**config.mk**
```make
export PLATFORM = sky130hd
export DESIGN_NAME = gpio_checkpoint_tx
export DESIGN_NICKNAME = d
export VERILOG_FILES = /design/src/rtl/gpio_ckpt_pkg.sv /design/src/rtl/gpio_checkpoint_tx_fifo.sv /design/src/rtl/gpio_checkpoint_tx.sv
export SDC_FILE = /design/constraint.sdc
export NUM_CORES = 1
export LEC_CHECK = 0
export ABC_AREA = 1
export CAP_MARGIN = 30
export CORE_UTILIZATION = 40
export DETAILED_ROUTE_END_ITERATION = 6
export DONT_BUFFER_PORTS = 1
export PLACE_DENSITY_LB_ADDON = 0.2
export SETUP_SLACK_MARGIN = 0.05
export SLEW_MARGIN = 10
export SYNTH_ARGS = -nofsm -noshare
export SYNTH_HDL_FRONTEND = slang
export SYNTH_HIERARCHICAL = 1
export SYNTH_SLANG_ARGS = --single-unit
```
**constraint.sdc**
```tcl
create_clock -name wb_clk_i -period 5.7 [get_ports wb_clk_i]
set_input_delay 1.71 -clock wb_clk_i [delete_from_list [all_inputs] [get_ports wb_clk_i]]
set_output_delay 1.71 -clock wb_clk_i [all_outputs]
set_load 0.1 [all_outputs]
```
**src/rtl/gpio_ckpt_pkg.sv**
```systemverilog
// Shared types and pad-map constants for the checkpoint code emitter.
// The map covers the low/high GPIO banks, the FIFO entry layout and the FSM states.
package gpio_ckpt_pkg;

  localparam int CKPT_CODE_W = 6;
  localparam int LO_BANK_LSB = 0;
  localparam int HI_BANK_LSB = 32;
  localparam int IO_W        = 38;

  typedef enum logic {
    CKPT_BANK_LO = 1'b0,
    CKPT_BANK_HI = 1'b1
  } ckpt_bank_e;

  typedef enum logic [1:0] {
    ST_IDLE     = 2'd0,
    ST_HOLD     = 2'd1,
    ST_WAIT_ACK = 2'd2
  } ckpt_state_e;

  typedef struct packed {
    ckpt_bank_e             bank;
    logic [CKPT_CODE_W-1:0] code;
  } ckpt_entry_t;

  // A HOLD_CYCLES of 0 still holds a code for one cycle.
  function automatic int hold_eff(input int hold_cycles);
    return (hold_cycles < 1) ? 1 : hold_cycles;
  endfunction

endpackage

```
**src/rtl/gpio_checkpoint_tx_fifo.sv**
```systemverilog
// Synchronous FIFO for checkpoint entries with full/empty/level flags.
// Pointers wrap modulo DEPTH (a power of two); reset flushes by clearing pointers and count.
module ckpt_fifo #(
  parameter int DATA_W = 7,
  parameter int DEPTH  = 4
) (
  input  logic                   clk,
  input  logic                   rst,
  input  logic                   push,
  input  logic                   pop,
  input  logic [DATA_W-1:0]      wdata,
  output logic [DATA_W-1:0]      rdata,
  output logic                   full,
  output logic                   empty,
  output logic [$clog2(DEPTH):0] level
);

  localparam int AW = $clog2(DEPTH);

  logic [DATA_W-1:0] mem [DEPTH];
  logic [AW-1:0]     wr_ptr;
  logic [AW-1:0]     rd_ptr;
  logic [AW:0]       count;
  logic              do_push;
  logic              do_pop;

  assign do_push = push && !full;
  assign do_pop  = pop && !empty;

  always_ff @(posedge clk or posedge rst) begin
    if (rst) begin
      wr_ptr <= '0;
      rd_ptr <= '0;
      count  <= '0;
    end else begin
      if (do_push) wr_ptr <= wr_ptr + 1'b1;
      if (do_pop)  rd_ptr <= rd_ptr + 1'b1;
      if (do_push && !do_pop)      count <= count + 1'b1;
      else if (do_pop && !do_push) count <= count - 1'b1;
    end
  end

  // Storage carries no reset: stale words are unreachable once the pointers clear.
  always_ff @(posedge clk) begin
    if (do_push) mem[wr_ptr] <= wdata;
  end

  assign rdata = mem[rd_ptr];
  assign full  = (count == (AW+1)'(DEPTH));
  assign empty = (count == '0);
  assign level = count;

endmodule

```
**src/rtl/gpio_checkpoint_tx.sv**
```systemverilog
// Checkpoint code emitter: queues {bank, code} entries and holds each on io[5:0] or io[37:32].
// Optional GPIO_CKPT_ACK_EN adds a synchronized monitor acknowledge handshake after each hold.
//
//  state       | meaning
//  ST_IDLE     | waiting for a queued entry; pops and loads a bank when one is present
//  ST_HOLD     | code on pins, counting down the minimum hold time
//  ST_WAIT_ACK | (GPIO_CKPT_ACK_EN only) hold done, waiting for the monitor acknowledge
module gpio_checkpoint_tx
  import gpio_ckpt_pkg::*;
#(
  parameter int CODE_W      = 6,
  parameter int FIFO_DEPTH  = 4,
  parameter int HOLD_CYCLES = 16,
  parameter int CNT_W       = 16
) (
  input  logic                        wb_clk_i,
  input  logic                        wb_rst_i,
  input  logic                        wr_valid_i,
  output logic                        wr_ready_o,
  input  logic [CODE_W-1:0]           wr_code_i,
  input  logic                        wr_bank_i,
  output logic [IO_W-1:0]             io_out_o,
  output logic [IO_W-1:0]             io_oeb_o,
  output logic                        busy_o,
  output logic [$clog2(FIFO_DEPTH):0] level_o
`ifdef GPIO_CKPT_ACK_EN
  ,
  input  logic                        ack_i
`endif
);

  localparam logic [CNT_W-1:0] CNT_LOAD = CNT_W'(hold_eff(HOLD_CYCLES) - 1);

  ckpt_state_e       state;
  logic [CNT_W-1:0]  cnt;
  logic [CODE_W-1:0] lo_code;
  logic [CODE_W-1:0] hi_code;
  logic              lo_en;
  logic              hi_en;

  ckpt_entry_t       wr_entry;
  ckpt_entry_t       head;
  logic              fifo_full;
  logic              fifo_empty;
  logic              fifo_push;
  logic              fifo_pop;
  logic              ack_armed;

  assign wr_entry.bank = ckpt_bank_e'(wr_bank_i);
  assign wr_entry.code = wr_code_i;
  assign wr_ready_o    = !fifo_full;
  assign fifo_push     = wr_valid_i && !fifo_full;
  assign fifo_pop      = (state == ST_IDLE) && !fifo_empty && ack_armed;

  ckpt_fifo #(
    .DATA_W ($bits(ckpt_entry_t)),
    .DEPTH  (FIFO_DEPTH)
  ) u_fifo (
    .clk   (wb_clk_i),
    .rst   (wb_rst_i),
    .push  (fifo_push),
    .pop   (fifo_pop),
    .wdata (wr_entry),
    .rdata (head),
    .full  (fifo_full),
    .empty (fifo_empty),
    .level (level_o)
  );

`ifdef GPIO_CKPT_ACK_EN
  logic ack_meta;
  logic ack_sync;
  logic ack_seen_low;

  always_ff @(posedge wb_clk_i or posedge wb_rst_i) begin
    if (wb_rst_i) begin
      ack_meta <= 1'b0;
      ack_sync <= 1'b0;
    end else begin
      ack_meta <= ack_i;
      ack_sync <= ack_meta;
    end
  end

  // One acknowledge releases one code: the ack must drop before the next pop.
  always_ff @(posedge wb_clk_i or posedge wb_rst_i) begin
    if (wb_rst_i) begin
      ack_seen_low <= 1'b1;
    end else if (state == ST_WAIT_ACK && ack_sync) begin
      ack_seen_low <= 1'b0;
    end else if (!ack_sync) begin
      ack_seen_low <= 1'b1;
    end
  end

  assign ack_armed = ack_seen_low;
`else
  assign ack_armed = 1'b1;
`endif

  always_ff @(posedge wb_clk_i or posedge wb_rst_i) begin
    if (wb_rst_i) begin
      state   <= ST_IDLE;
      cnt     <= '0;
      lo_code <= '0;
      hi_code <= '0;
      lo_en   <= 1'b0;
      hi_en   <= 1'b0;
    end else begin
      case (state)
        ST_IDLE: begin
          if (fifo_pop) begin
            state <= ST_HOLD;
            cnt   <= CNT_LOAD;
            if (head.bank == CKPT_BANK_HI) begin
              hi_code <= head.code;
              hi_en   <= 1'b1;
            end else begin
              lo_code <= head.code;
              lo_en   <= 1'b1;
            end
          end
        end
        ST_HOLD: begin
          if (cnt == '0) begin
`ifdef GPIO_CKPT_ACK_EN
            state <= ST_WAIT_ACK;
`else
            state <= ST_IDLE;
`endif
          end else begin
            cnt <= cnt - 1'b1;
          end
        end
`ifdef GPIO_CKPT_ACK_EN
        ST_WAIT_ACK: begin
          if (ack_sync) state <= ST_IDLE;
        end
`endif
        default: state <= ST_IDLE;
      endcase
    end
  end

  // Unused pads io[31:6] stay driven low with output disabled.
  always_comb begin
    io_out_o = '0;
    io_oeb_o = '1;
    io_out_o[LO_BANK_LSB +: CODE_W] = lo_code;
    io_oeb_o[LO_BANK_LSB +: CODE_W] = {CODE_W{~lo_en}};
    io_out_o[HI_BANK_LSB +: CODE_W] = hi_code;
    io_oeb_o[HI_BANK_LSB +: CODE_W] = {CODE_W{~hi_en}};
  end

  assign busy_o = (state != ST_IDLE) || !fifo_empty;

endmodule

```
### After elaboration in Yosys (flattened, before gate mapping)

Memory sizes are Yosys's and may differ from the RTL's.
Cells that the tools add are included.

| operators by class | value |
|---|---|
| eq/ne operators | 5 |
| reduce and logical (&&, ||, !) cells | 21 |
| add/sub/neg operators | 5 |
| multiplexer cells | 10 |
| bitwise logic cells | 3 |

Operator list:

| kind | count |
|---|---|
| 16-bit 2-to-1 mux | 2 |
| 16-bit case mux with 2 select lines | 1 |
| 16-bit zero test | 1 |
| 16-bit by 1-bit subtractor with 16-bit output, second input constant | 1 |
| 3-bit AND reduction | 3 |
| 1-bit logical AND | 6 |
| 3-bit 2-to-1 mux | 2 |
| 2-bit nonzero test | 3 |
| 2-bit by 1-bit adder with 2-bit output, second input constant | 2 |
| 1-bit zero test | 4 |
| 2-bit 2-to-1 mux | 2 |
| 2-bit inequality test, second input constant | 2 |
| 2-bit case mux with 2 select lines | 1 |
| 3-bit by 1-bit adder with 3-bit output, second input constant | 1 |
| 3-bit == test, second input constant | 1 |
| 3-bit zero test | 1 |
| 1-bit NOT | 3 |
| 3-bit by 1-bit subtractor with 3-bit output, second input constant | 1 |
| 2-bit by 1-bit == test with 1-bit output, second input constant | 1 |
| 2-bit zero test | 1 |
| 1-bit 2-to-1 mux | 2 |
| 2-bit by 1-bit inequality test with 1-bit output, second input constant | 1 |
| 2-bit AND reduction | 1 |
| 1-bit logical OR | 1 |

| storage, ports and cells | value |
|---|---|
| memories | 1 |
| logic and storage cells | 54 |
| RAM bits | 28 |
| input bits | 10 |
| output and inout bits | 81 |
| register bits after elaboration | 39 |

Memory list:

| name | words | bits a word | read ports | clocked after Yosys merged registers in | write ports | RTL line | source |
|---|---|---|---|---|---|---|---|
| u_fifo.mem | 4 | 7 | 1 | 0 | 1 | gpio_checkpoint_tx_fifo.sv:20 | `logic [DATA_W-1:0] mem [DEPTH];` |

### Longest topological paths before layout

| logic depth | value |
|---|---|
| depth after elaboration | 8 |
| mapped depth | 14 |
| mapped depth without buffers | 14 |

### By module

Netlist, hierarchy kept.

Modules (own cells, without submodules):

| module | times used | sequential area each (sq um) | area an instance (sq um) | cells each |
|---|---|---|---|---|
| gpio_checkpoint_tx | 1 | 775.7 | 2107.0 | 284 |
| ckpt_fifo | 1 | 1016.0 | 1626.6 | 144 |

### Worst setup path after synthesis

No wires, ideal clock.

| path | value |
|---|---|
| path kind | flip-flop to output port |
| start point | register u_fifo.count[1] (netlist: u_fifo/level[1]) |
| end point | output busy_o |
| path slack | 1.961 ns |
| cell stages (with the launch flop) | 5 |
| arrival time | 2.029 ns |
| required time | 3.990 ns |
| cell sequence | dfrtp_1 -> inv_2 -> nand3_1 -> inv_1 -> nand2_1 |

| between the ends | value |
|---|---|
| word-level cells in the longest chain between the ends | 3 |

RTL lines:

| what | RTL line | source |
|---|---|---|
| from (decl) | gpio_checkpoint_tx_fifo.sv:23 | `logic [AW:0] count;` |
| from (signal assigned) | gpio_checkpoint_tx_fifo.sv:38 | `if (do_push && !do_pop) count <= count + 1'b1;` |
| from (signal assigned) | gpio_checkpoint_tx_fifo.sv:39 | `else if (do_pop && !do_push) count <= count - 1'b1;` |
| 3-bit zero test | gpio_checkpoint_tx_fifo.sv:50 | `assign empty = (count == '0);` |
| named net fifo_empty | gpio_checkpoint_tx.sv:44 | `logic fifo_empty;` |
| 1-bit zero test | gpio_checkpoint_tx.sv:155 | `assign busy_o = (state != ST_IDLE) \|\| !fifo_empty;` |
| 1-bit logical OR | gpio_checkpoint_tx.sv:155 |  |
| to (decl) | gpio_checkpoint_tx.sv:24 | `output logic busy_o,` |

The timed path passes the listed nets, and every way through them passes these cells.

### Final worst setup path

| path | value |
|---|---|
| start point | register u_fifo.count[2] (netlist: u_fifo/level[2]) |
| end point | output wr_ready_o |

| between the ends | value |
|---|---|
| word-level cells in the longest chain between the ends | 2 |

RTL lines:

| what | RTL line | source |
|---|---|---|
| 3-bit == test | gpio_checkpoint_tx_fifo.sv:49 | `assign full = (count == (AW+1)'(DEPTH));` |
| named net fifo_full | gpio_checkpoint_tx.sv:43 | `logic fifo_full;` |
| 1-bit zero test | gpio_checkpoint_tx.sv:51 | `assign wr_ready_o = !fifo_full;` |
| to (decl) | gpio_checkpoint_tx.sv:19 | `output logic wr_ready_o,` |

The timed path passes the listed nets, and every way through them passes these cells.

==> metrics.txt <==
CTS Buf Count=9; iteration-0 DRC count of the detailed router=96; initial antenna violation count=0; Post-CTS Setup Inserts=0; r2r setup slk=2970 ps; Die Width=98.6 um; Placed Cells incl. Taps=522; Worst Clk Skew=10.3 ps; critical path type=reg2out; final worst-path cycle share=0.680; antenna fix cells=0; core area=8890 um2; Post-DRT Antenna Nets=0; Final GP Congestion=0.833; GRT Util Overall=0.141; Cell Chain, Critical Path=nand3_1 -> inv_1 -> inv_1; TritonRoute pass-1 iters=5; Hold Startpoint=cnt[1]$_DFFE_PP0P_; synth-to-layout area growth=1.64%; vias per cell=4.30; Placement Cell Area=3630 um2; Cell Area, Synth=3730 um2; Critical Path Most Common Cell=inv_1; fmax=0.258 GHz; Worst setup EP type=output pin; io pins=91; clk buf depth=2; # DRC=0; clk sinks=66; setup_tns=0 ps; DIE AREA=9720 um2; layout cells sized above 1=0.119; gr ovfl total=0; Seq/Total Area, Yosys=0.480; # resized after CTS=0; die height=98.6 um; largest net degree at the start of global routing=32; first-pass GRT wire length=10600 um; worst-margin pin slew=973 ps; Clock Latency Late Sink=340 ps; slew margin rel.=0.352; CTS tree=yes; Crit-path slowest cell=dfrtp_1; RSZ-0062 raised after global routing=false; drt wl/cell=11.2 um; final setup fails=0; syn_area_per_cell=8.72 um2; Hold Crit Endpoint=cnt[1]$_DFFE_PP0P_; Slew Limit Fails=0; Final Instance Area=3790 um2; final hold viol count=0; Synth Register Bits=66; min Tclk post-route=3880 ps; Worst R2R Path Depth=10; final WL=6050 um; outcome=finished, final reports clean; Crit path required time=3990 ps; WHS Path Cells=2; nets@finish=442; Synth Instances=428; CP max stage delay=770 ps; Post-CTS Hold Fix Bufs=0; reported max-cap violation count=0; Yosys cell types=30; CTS Root Cell=clkbuf_8; IO buf count=0; CP arrival=2170 ps; DP HPWL=4490 um; vias in the first global route=2257; Worst-path clk slew=70 ps; Initial Util=0.420; Site Rows=34; Startpoint Class=register; FF-to-FF End=u_fifo/level[1]$_DFFE_PP0P_; Crit Path Max Fanout=4; worst hold path class=reg2reg; Yosys warnings=6; vias=2313; Finished Layout Cells=538; CTS H-tree depth=3; worst r2r src=u_fifo/level[2]$_DFFE_PP0P_
[kinds of logic after synthesis]
kind of cell | Yosys count | share of synthesized area
compound gates | 40 | 0.0764
other cells | 2 | 0.00201
xor+xnor | 6 | 0.0141
simple gates | 171 | 0.192
buf+inv | 136 | 0.210
flops | 66 | 0.480
fa+ha+maj | 7 | 0.0255
[metal layers]
layer | track usage | vias up | wire length (um)
li1 | - | 1212 | -
met1 | 0.165 | 1028 | 2740
met2 | 0.237 | 65 | 2940
met3 | 0.0560 | 8 | 296
met4 | 0.0459 | 0 | 66
met5 | 0 | - | 0
[metrics by stage]
step / util / hold WS, ps / worst slack (ps)
2_1_floorplan: - / 471 / 1960
3_3_place_gp: 0.399 / 499 / 1860
3_5_place_dp: 0.409 / 498 / 2190
4_1_cts: 0.427 / 515 / 1790
5_1_grt: 0.427 / 549 / 1680
6_report: 0.427 / 511 / 1820
[how the worst max path moves through the flow]
stage / startpoint / endpoint / slack [ps] / cells past startpoint
floorplan: u_fifo/level[1]$_DFFE_PP0P_ / busy_o / 1960 / 4
global placement: u_fifo/level[2]$_DFFE_PP0P_ / busy_o / 1860 / 4
detailed placement: u_fifo/level[2]$_DFFE_PP0P_ / busy_o / 2190 / 5
CTS: u_fifo/level[2]$_DFFE_PP0P_ / busy_o / 1790 / 5
global route: u_fifo/level[2]$_DFFE_PP0P_ / busy_o / 1680 / 5
finish: u_fifo/level[2]$_DFFE_PP0P_ / wr_ready_o / 1820 / 3
[placed cells by master, fill, tap and decap left out, drive strengths merged]
| cell | instances |
|---|---|
| clkinvlp | 2 |
| fa | 1 |
| conb | 52 |
| or2 | 1 |
| nand4 | 1 |
| inv | 65 |
| a21oi | 2 |
| edfxtp | 28 |
| xor2 | 4 |
| nor2 | 35 |
| ha | 6 |
| o211ai | 14 |
| clkbuf | 10 |
| clkinv | 4 |
| o21ai | 22 |
| buf | 7 |
| nand3 | 27 |
| xnor2 | 2 |
| nand2 | 107 |
| dfrtp | 38 |
| o21bai | 2 |
[cell usage after synthesis, drive strengths merged]
library cell  instances  share of area
xnor2                 2         0.0047
edfxtp               28           0.23
o21bai                2         0.0040
ha                    6          0.020
buf                  69           0.14
or2                   1         0.0017
a21oi                 2         0.0027
nand4                 1         0.0017
nand3                27          0.038
clkbuf                2         0.0020
dfrtp                38           0.25
xor2                  4         0.0094
nor2                 35          0.041
inv                  65          0.065
conb                  2         0.0020
o21ai                22          0.029
nand2               107           0.11
fa                    1         0.0054
o211ai               14          0.040
[final cells by class]
type,instances,area (um2)
Clock buffer,10,128
Inverter,65,254
Timing Repair Buffer,7,109
Clock inverter,6,33.8
Tap cell,108,135
Sequential cell,66,1790
Multi-Input combinational cell,276,1340
Fill cell,891,5100
[worst max-delay path: cells and delay by family (launching register included)]
family	cells	cell delay [ps]
flops	1	770
buf+inv	2	700
simple gates	1	360
[sequential cells by signal (all words and copies together) (netlist names)]
signal / flops
u_fifo/rd_ptr: 2
lo_code: 6
u_fifo/wr_ptr: 2
hi_code: 6
hi_en: 1
lo_en: 1
cnt: 16
u_fifo/mem: 28
state: 1
u_fifo/level: 3
Power is not shown: default switching activity piles up to over one toggle a cycle in this logic, so the estimate is an artifact.
